$ cat src/rtl/nibble_serial_subtractor_if.sv
// Operand/result handshake plus the nibble-wide link to an external
// FourBitSubtractor. The slave side is the sequencer; the master side is
// whoever supplies operands, consumes results and hosts the 4-bit subtractor.
interface nibble_serial_subtractor_if #(
  parameter int WIDTH = 16
);
  logic             in_valid;
  logic             in_ready;
  logic [WIDTH-1:0] x;
  logic [WIDTH-1:0] y;
  logic             borrowIn;
  logic             out_valid;
  logic             out_ready;
  logic [WIDTH-1:0] diff;
  logic             borrowOut;
  logic [3:0]       sub_x;
  logic [3:0]       sub_y;
  logic             sub_bin;
  logic [3:0]       sub_xy;
  logic             sub_bout;

  modport master (
    output in_valid, x, y, borrowIn, out_ready, sub_xy, sub_bout,
    input  in_ready, out_valid, diff, borrowOut, sub_x, sub_y, sub_bin
  );

  modport slave (
    input  in_valid, x, y, borrowIn, out_ready, sub_xy, sub_bout,
    output in_ready, out_valid, diff, borrowOut, sub_x, sub_y, sub_bin
  );
endinterface

$ cat src/rtl/nibble_serial_subtractor.sv
// Nibble-serial sequencer for an external 4-bit ripple-borrow subtractor.
// One WIDTH-bit subtraction per accept: operands are walked LSB nibble first,
// the borrow is carried in a register between nibbles, and the assembled
// {borrowOut, diff} = x - y - borrowIn is held on a valid/ready output.
module nibble_serial_subtractor #(
  parameter int WIDTH = 16
) (
  input  logic                      clk,
  input  logic                      nReset,
  nibble_serial_subtractor_if.slave bus
);
  localparam int NIBBLES = WIDTH / 4;
  localparam int IW      = (NIBBLES > 1) ? $clog2(NIBBLES) : 1;
  localparam logic [IW-1:0] LAST = IW'(NIBBLES - 1);

  typedef enum logic [1:0] {IDLE, RUN, DONE} state_t;

  state_t           state;
  logic [IW-1:0]    idx;
  logic [WIDTH-1:0] xr, yr, res;
  logic             bin_r;
  logic             brw;
  logic             in_ready_r;
  logic             out_valid_r;
  logic             bout_r;
  logic [IW+1:0]    base;

  // Bit offset of the nibble currently being worked on.
  assign base = {idx, 2'b00};

  // Sequencer FSM; handshake flags and the final borrow are registered here.
  always_ff @(posedge clk or negedge nReset) begin
    if (!nReset) begin
      state       <= IDLE;
      idx         <= '0;
      xr          <= '0;
      yr          <= '0;
      res         <= '0;
      bin_r       <= 1'b0;
      brw         <= 1'b0;
      in_ready_r  <= 1'b1;
      out_valid_r <= 1'b0;
      bout_r      <= 1'b0;
    end else begin
      case (state)
        IDLE: begin
          if (bus.in_valid) begin
            xr         <= bus.x;
            yr         <= bus.y;
            bin_r      <= bus.borrowIn;
            res        <= '0;
            brw        <= 1'b0;
            idx        <= '0;
            in_ready_r <= 1'b0;
            state      <= RUN;
          end
        end
        RUN: begin
          res[base +: 4] <= bus.sub_xy;
          brw            <= bus.sub_bout;
          if (idx == LAST) begin
            // Borrow out of the top nibble is the overall borrow.
            bout_r      <= bus.sub_bout;
            out_valid_r <= 1'b1;
            state       <= DONE;
          end else begin
            idx <= idx + 1'b1;
          end
        end
        DONE: begin
          if (bus.out_ready) begin
            res         <= '0;
            brw         <= 1'b0;
            bout_r      <= 1'b0;
            idx         <= '0;
            out_valid_r <= 1'b0;
            in_ready_r  <= 1'b1;
            state       <= IDLE;
          end
        end
        default: state <= IDLE;
      endcase
    end
  end

  // Subtractor feed is only live in RUN; elsewhere it idles at zero.
  always_comb begin
    bus.sub_x   = 4'h0;
    bus.sub_y   = 4'h0;
    bus.sub_bin = 1'b0;
    if (state == RUN) begin
      bus.sub_x   = xr[base +: 4];
      bus.sub_y   = yr[base +: 4];
      bus.sub_bin = (idx == '0) ? bin_r : brw;
    end
  end

  // diff shows the assembly register; it is only meaningful with out_valid.
  assign bus.in_ready  = in_ready_r;
  assign bus.out_valid = out_valid_r;
  assign bus.diff      = res;
  assign bus.borrowOut = bout_r;
endmodule

$ cat src/flat_wrapper.sv
// flat-port wrapper written by rule: the top's interface ports become plain ports
module nibble_serial_subtractor_flat 
#(
  parameter int WIDTH = 16
)
  (clk, nReset, bus_in_valid, bus_x, bus_y, bus_borrowIn, bus_out_ready, bus_sub_xy, bus_sub_bout, bus_in_ready, bus_out_valid, bus_diff, bus_borrowOut, bus_sub_x, bus_sub_y, bus_sub_bin);
  nibble_serial_subtractor_if #(.WIDTH(WIDTH)) bus_i ();
  input  logic clk;
  input  logic nReset;
  input wire logic [$bits(bus_i.in_valid)-1:0] bus_in_valid;
  input wire logic [$bits(bus_i.x)-1:0] bus_x;
  input wire logic [$bits(bus_i.y)-1:0] bus_y;
  input wire logic [$bits(bus_i.borrowIn)-1:0] bus_borrowIn;
  input wire logic [$bits(bus_i.out_ready)-1:0] bus_out_ready;
  input wire logic [$bits(bus_i.sub_xy)-1:0] bus_sub_xy;
  input wire logic [$bits(bus_i.sub_bout)-1:0] bus_sub_bout;
  output wire logic [$bits(bus_i.in_ready)-1:0] bus_in_ready;
  output wire logic [$bits(bus_i.out_valid)-1:0] bus_out_valid;
  output wire logic [$bits(bus_i.diff)-1:0] bus_diff;
  output wire logic [$bits(bus_i.borrowOut)-1:0] bus_borrowOut;
  output wire logic [$bits(bus_i.sub_x)-1:0] bus_sub_x;
  output wire logic [$bits(bus_i.sub_y)-1:0] bus_sub_y;
  output wire logic [$bits(bus_i.sub_bin)-1:0] bus_sub_bin;
  assign bus_i.in_valid = bus_in_valid;
  assign bus_i.x = bus_x;
  assign bus_i.y = bus_y;
  assign bus_i.borrowIn = bus_borrowIn;
  assign bus_i.out_ready = bus_out_ready;
  assign bus_i.sub_xy = bus_sub_xy;
  assign bus_i.sub_bout = bus_sub_bout;
  assign bus_in_ready = bus_i.in_ready;
  assign bus_out_valid = bus_i.out_valid;
  assign bus_diff = bus_i.diff;
  assign bus_borrowOut = bus_i.borrowOut;
  assign bus_sub_x = bus_i.sub_x;
  assign bus_sub_y = bus_i.sub_y;
  assign bus_sub_bin = bus_i.sub_bin;
  nibble_serial_subtractor #(.WIDTH(WIDTH)) u_core (.clk(clk), .nReset(nReset), .bus(bus_i));
endmodule
$ cat config.mk
export PLATFORM = sky130hd
export DESIGN_NAME = nibble_serial_subtractor_flat
export DESIGN_NICKNAME = d
export VERILOG_FILES = /design/src/rtl/nibble_serial_subtractor_if.sv /design/src/rtl/nibble_serial_subtractor.sv /design/src/flat_wrapper.sv
export SDC_FILE = /design/constraint.sdc
export NUM_CORES = 1
export LEC_CHECK = 0
export ABC_AREA = 1
export ABC_CLOCK_PERIOD_IN_PS = 1900
export CAP_MARGIN = 25
export CORE_AREA = 2 2 80 82
export DETAILED_ROUTE_END_ITERATION = 8
export DIE_AREA = 0 0 82 84
export GPL_TIMING_DRIVEN = 0
export HOLD_SLACK_MARGIN = 0.15
export PLACE_DENSITY = 0.78
export SYNTH_ARGS = -nofsm -noshare
export SYNTH_HDL_FRONTEND = slang
export SYNTH_SLANG_ARGS = --single-unit
$ cat constraint.sdc
create_clock -name clk -period 1.9 [get_ports clk]
set_input_delay 0.19 -clock clk [delete_from_list [all_inputs] [get_ports clk]]
set_output_delay 0.19 -clock clk [all_outputs]
set_load 0.005 [all_outputs]
==> metrics.md <==
| Metric | Value |
|---|---|
| Run status | `completed` |
| Share of cells above drive strength 1 | `~18%` |
| Top Metal Used | `met4` |
| Synthesized area per cell | `roughly 8.0 um^2` |
| Drt drc | `0` |
| FF+latch count, synth | `57` |
| GR Util All Layers | `22.9%` |
| Worst clock skew | `0.0112 ns` |
| Num CTS Buffers | `9` |
| Largest net degree at the start of global routing | `35` |
| Final setup fails | `0` |
| Met2 wire length | `between 3000 and 4000 um` |
| Crit Path Class | `register to output pin` |
| Power Dens Cells | `~1600 nW/um^2` |
| Synthesized cell area | `2870 um^2` |
| Filler cells | `a little over 500` |
| Final Cell Area | `~4000 um^2` |
| Sequential area share after synthesis | `between 40% and 50%` |
| Vias in the first global route | `about 2600` |
| Most frequent CP cell | `buf_4` |
| Die W | `82 um` |
| Antenna cells | `0` |
| CP Cell Sequence | `buf_6 > buf_4 > buf_4 > nor2_1 > nor2_2 > nand2_1 > a21oi_2 > clkbuf_2` |
| Peak VDD IR | `between 0.8 and 0.9 mV` |
| Slowest-stage cell, CP | `dfrtp_1` |
| Post-synthesis cell count | `approximately 360` |
| Leading area contributor after synthesis | `dfrtp_1` |
| Layout net count | `496` |
| Via/cell ratio | `4.89` |
| Placed Area | `about 3700 um^2` |
| 1st-iter DRT viols | `approximately 160` |
| # port buffers | `69` |
| Post-Syn Nets | `404` |
| Clock Latency Late Sink | `between 0.3 and 0.4 ns` |
| FP Rows | `29` |
| Gpl congestion | `between 0.8 and 0.9` |
| WHS | `roughly 0.37 ns` |
| Layout area overhead | `40.9%` |
| Crit-path max cell delay | `roughly 0.38 ns` |
| DIE HEIGHT | `84 um` |
| Worst-Margin Slew | `0.541 ns` |
| Min-delay worst type | `primary input to async pin` |
| H-tree lvl count | `3` |
| Met3 Wirelength | `about 420 um` |
| Max-slew violations | `0` |
| WP data required | `~1.7 ns` |
| Drt total wl | `~7200 um` |
| Synth top area cells | `dfrtp_1 (49%), nand2_1 (15%), nor2_1 (6.0%), a21oi_1 (5.8%), inv_1 (4.8%)` |
| # IOs | `70` |
| Slew HR | `around 64%` |
| Worst EP arrival | `approximately 1.6 ns` |
| Global-route wire length before repair | `between 10000 and 15000 um` |
| Max Clk Rate | `around 0.55 GHz` |
| Pre-antenna DRT Iters | `4` |
| Vias | `~2600` |
| Clock slew at reported path FFs | `~0.060 ns` |
| Period utilization | `between 90 and 100%` |
| DPL Wire Length | `5030 um` |
| CTS root buffer | `clkbuf_8` |
| Die area | `between 6000 and 7000 um^2` |
| Tot Pwr | `between 6 and 7 mW` |
| Yosys warns | `0` |
| Leak Pwr | `2.07 nW` |
| Final Critical Period | `about 1.8 ns` |
| Initial antenna violation count | `0` |
| Antenna Nets Post-Route | `0` |
| CTS tree | `built` |
| Core area | `a little over 6000 um^2` |
| Worst-path fanout max | `5` |
| Hold Vio Cnt, Final | `0` |
| Synth cell types | `26` |
| Starting Density | `a little under half` |
| Sinks on the clock net | `57` |
| Max-Cap Viols | `0` |
| Wire per inst | `roughly 14 um` |
| Fraction of post-synthesis cell area in the top cell type by area | `48.9%` |
| Crit start category | `register` |
| RSZ-0062 raised after global routing | `no` |
| Met1 wire length | `roughly 3000 um` |
| Final Core Density | `around 66%` |
| Remaining Overflow, GRT | `0` |
| Deepest clock path buffer count | `2` |
| Setup crit end kind | `output pin` |
metal layers:
layer / global-route usage, % / vias up
met2: 37.8 / 87
li1: - / 1296
met1: 27.7 / 1193
met3: 4.65 / 18
met5: 0 / -
met4: 12.0 / 0
power breakdown:
group          switching, mW  internal, mW  leakage, nW
Sequential             0.203          1.68        0.687
Combinational           1.77          1.36         1.27
Clock                  0.487         0.772        0.113
Total                   2.46          3.82         2.07
synth_stat cells:
cell type,n
nand2_1,113
dfrtp_1,56
nor2_1,46
inv_1,37
a21oi_1,33
nand3_1,20
buf_2,8
nand4_1,6
ha_1,5
buf_4,4
nand3_4,4
buf_6,3
nand3b_1,3
nor2_2,3
o21ai_0,3
inv_2,2
nand2_2,2
clkinv_1,1
dfstp_2,1
nand2_4,1
nand2_8,1
nand3_2,1
nor2_4,1
nor3_2,1
o21ai_1,1
o21ai_4,1
layout by cell type, fill, tap and decap left out, types with 2 or more instances in the layout:
master	synthesis	routed
a21oi_1	33	27
a21oi_2	0	6
buf_12	0	2
buf_2	8	5
buf_4	4	14
buf_6	3	5
buf_8	0	2
bufinv_16	0	2
clkbuf_2	0	5
clkbuf_8	0	10
clkdlybuf4s50_1	0	59
clkinv_2	0	2
dfrtp_1	56	55
dlygate4sd2_1	0	2
ha_1	5	4
inv_1	37	35
inv_2	2	2
inv_4	0	3
nand2_1	113	113
nand2_2	2	2
nand3_1	20	20
nand3_4	4	4
nand3b_1	3	3
nand4_1	6	6
nor2_1	46	41
nor2_2	3	7
nor2_4	1	2
o21ai_0	3	3
area by class of cell:
type                    count  area (um^2)  area share [%]
flip-flops and latches     57         1430            35.4
multi-input cells         245         1230            30.4
repair buffers             81          771            19.1
inverters                  40          158            3.90
clock buffers              11          141            3.50
plain buffers              15          139            3.44
well taps                  77         96.3            2.38
clock inverters             5         78.8            1.95
state kept, by name, indices dropped and copies added (netlist names):
name	cells
u_core.bus.borrowOut	1
u_core.bin_r	1
u_core.brw	1
u_core.bus.diff	16
u_core.idx	2
u_core.xr	16
u_core.yr	16
u_core.bus.in_ready	1
u_core.bus.out_valid	1
u_core.state	2
per-stage QoR:
step | cells | setup WS [ns] | TNS (ns)
5_1_grt | 531 | 0.000668 | 0
6_report | 531 | 0.0710 | 0
3_5_place_dp | 504 | -0.332 | -0.663
3_3_place_gp | 503 | -1.04 | -58.87
2_1_floorplan | 357 | 0.358 | 0
4_1_cts | 525 | -0.0561 | -0.0561
worst paths after layout:
kind / from / to / slack [ns] / depth (start not counted)
min reg2reg: u_core.bus.diff[11]$_DFFE_PN0P_ / u_core.bus.diff[11]$_DFFE_PN0P_ / 0.47 / 2
max in group asynchronous: nReset / u_core.bus.in_ready$_DFFE_PN1P_ / 0.89 / 3
max reg2reg: u_core.idx[0]$_DFFE_PN0P_ / u_core.bus.diff[9]$_DFFE_PN0P_ / 0.38 / 9
min: nReset / u_core.bus.diff[14]$_DFFE_PN0P_ / 0.37 / 2
max: u_core.idx[0]$_DFFE_PN0P_ / bus_sub_y[0] / 0.07 / 8
min in group clk: bus_y[10] / u_core.yr[10]$_DFFE_PN0P_ / 0.40 / 3
logic make-up (layout without fill, tap and decap cells):
| family | after synthesis | after routing | share of synthesized area [%] |
|---|---|---|---|
| adders and majority gates | 5 | 5 | 2.18 |
| buffers and inverters | 55 | 152 | 8.86 |
| DFF | 57 | 57 | 49.8 |
| AOI/OAI and AO/OA | 38 | 38 | 7.03 |
| and+or+nand+nor | 202 | 202 | 32.1 |
what timing repair did:
item                                   4_1_cts  5_1_grt
setup endpoints to repair                    9        4
hold buffers                                 1        0
endpoints found under the hold margin       23        0
gates resized for setup                     33       21
buffers inserted                             4        6
pin swaps                                    3        6
worst max-delay path, delay by kind of cell, from the launching register on:
| kind | cells | cell delay (ns) |
|---|---|---|
| AO/OA/AOI/OAI | 1 | 0.12 |
| AND/OR/NAND/NOR | 3 | 0.29 |
| buffers and inverters | 4 | 0.52 |
| flip-flops | 1 | 0.38 |
Note: power is estimated with default switching activity, not from simulation.
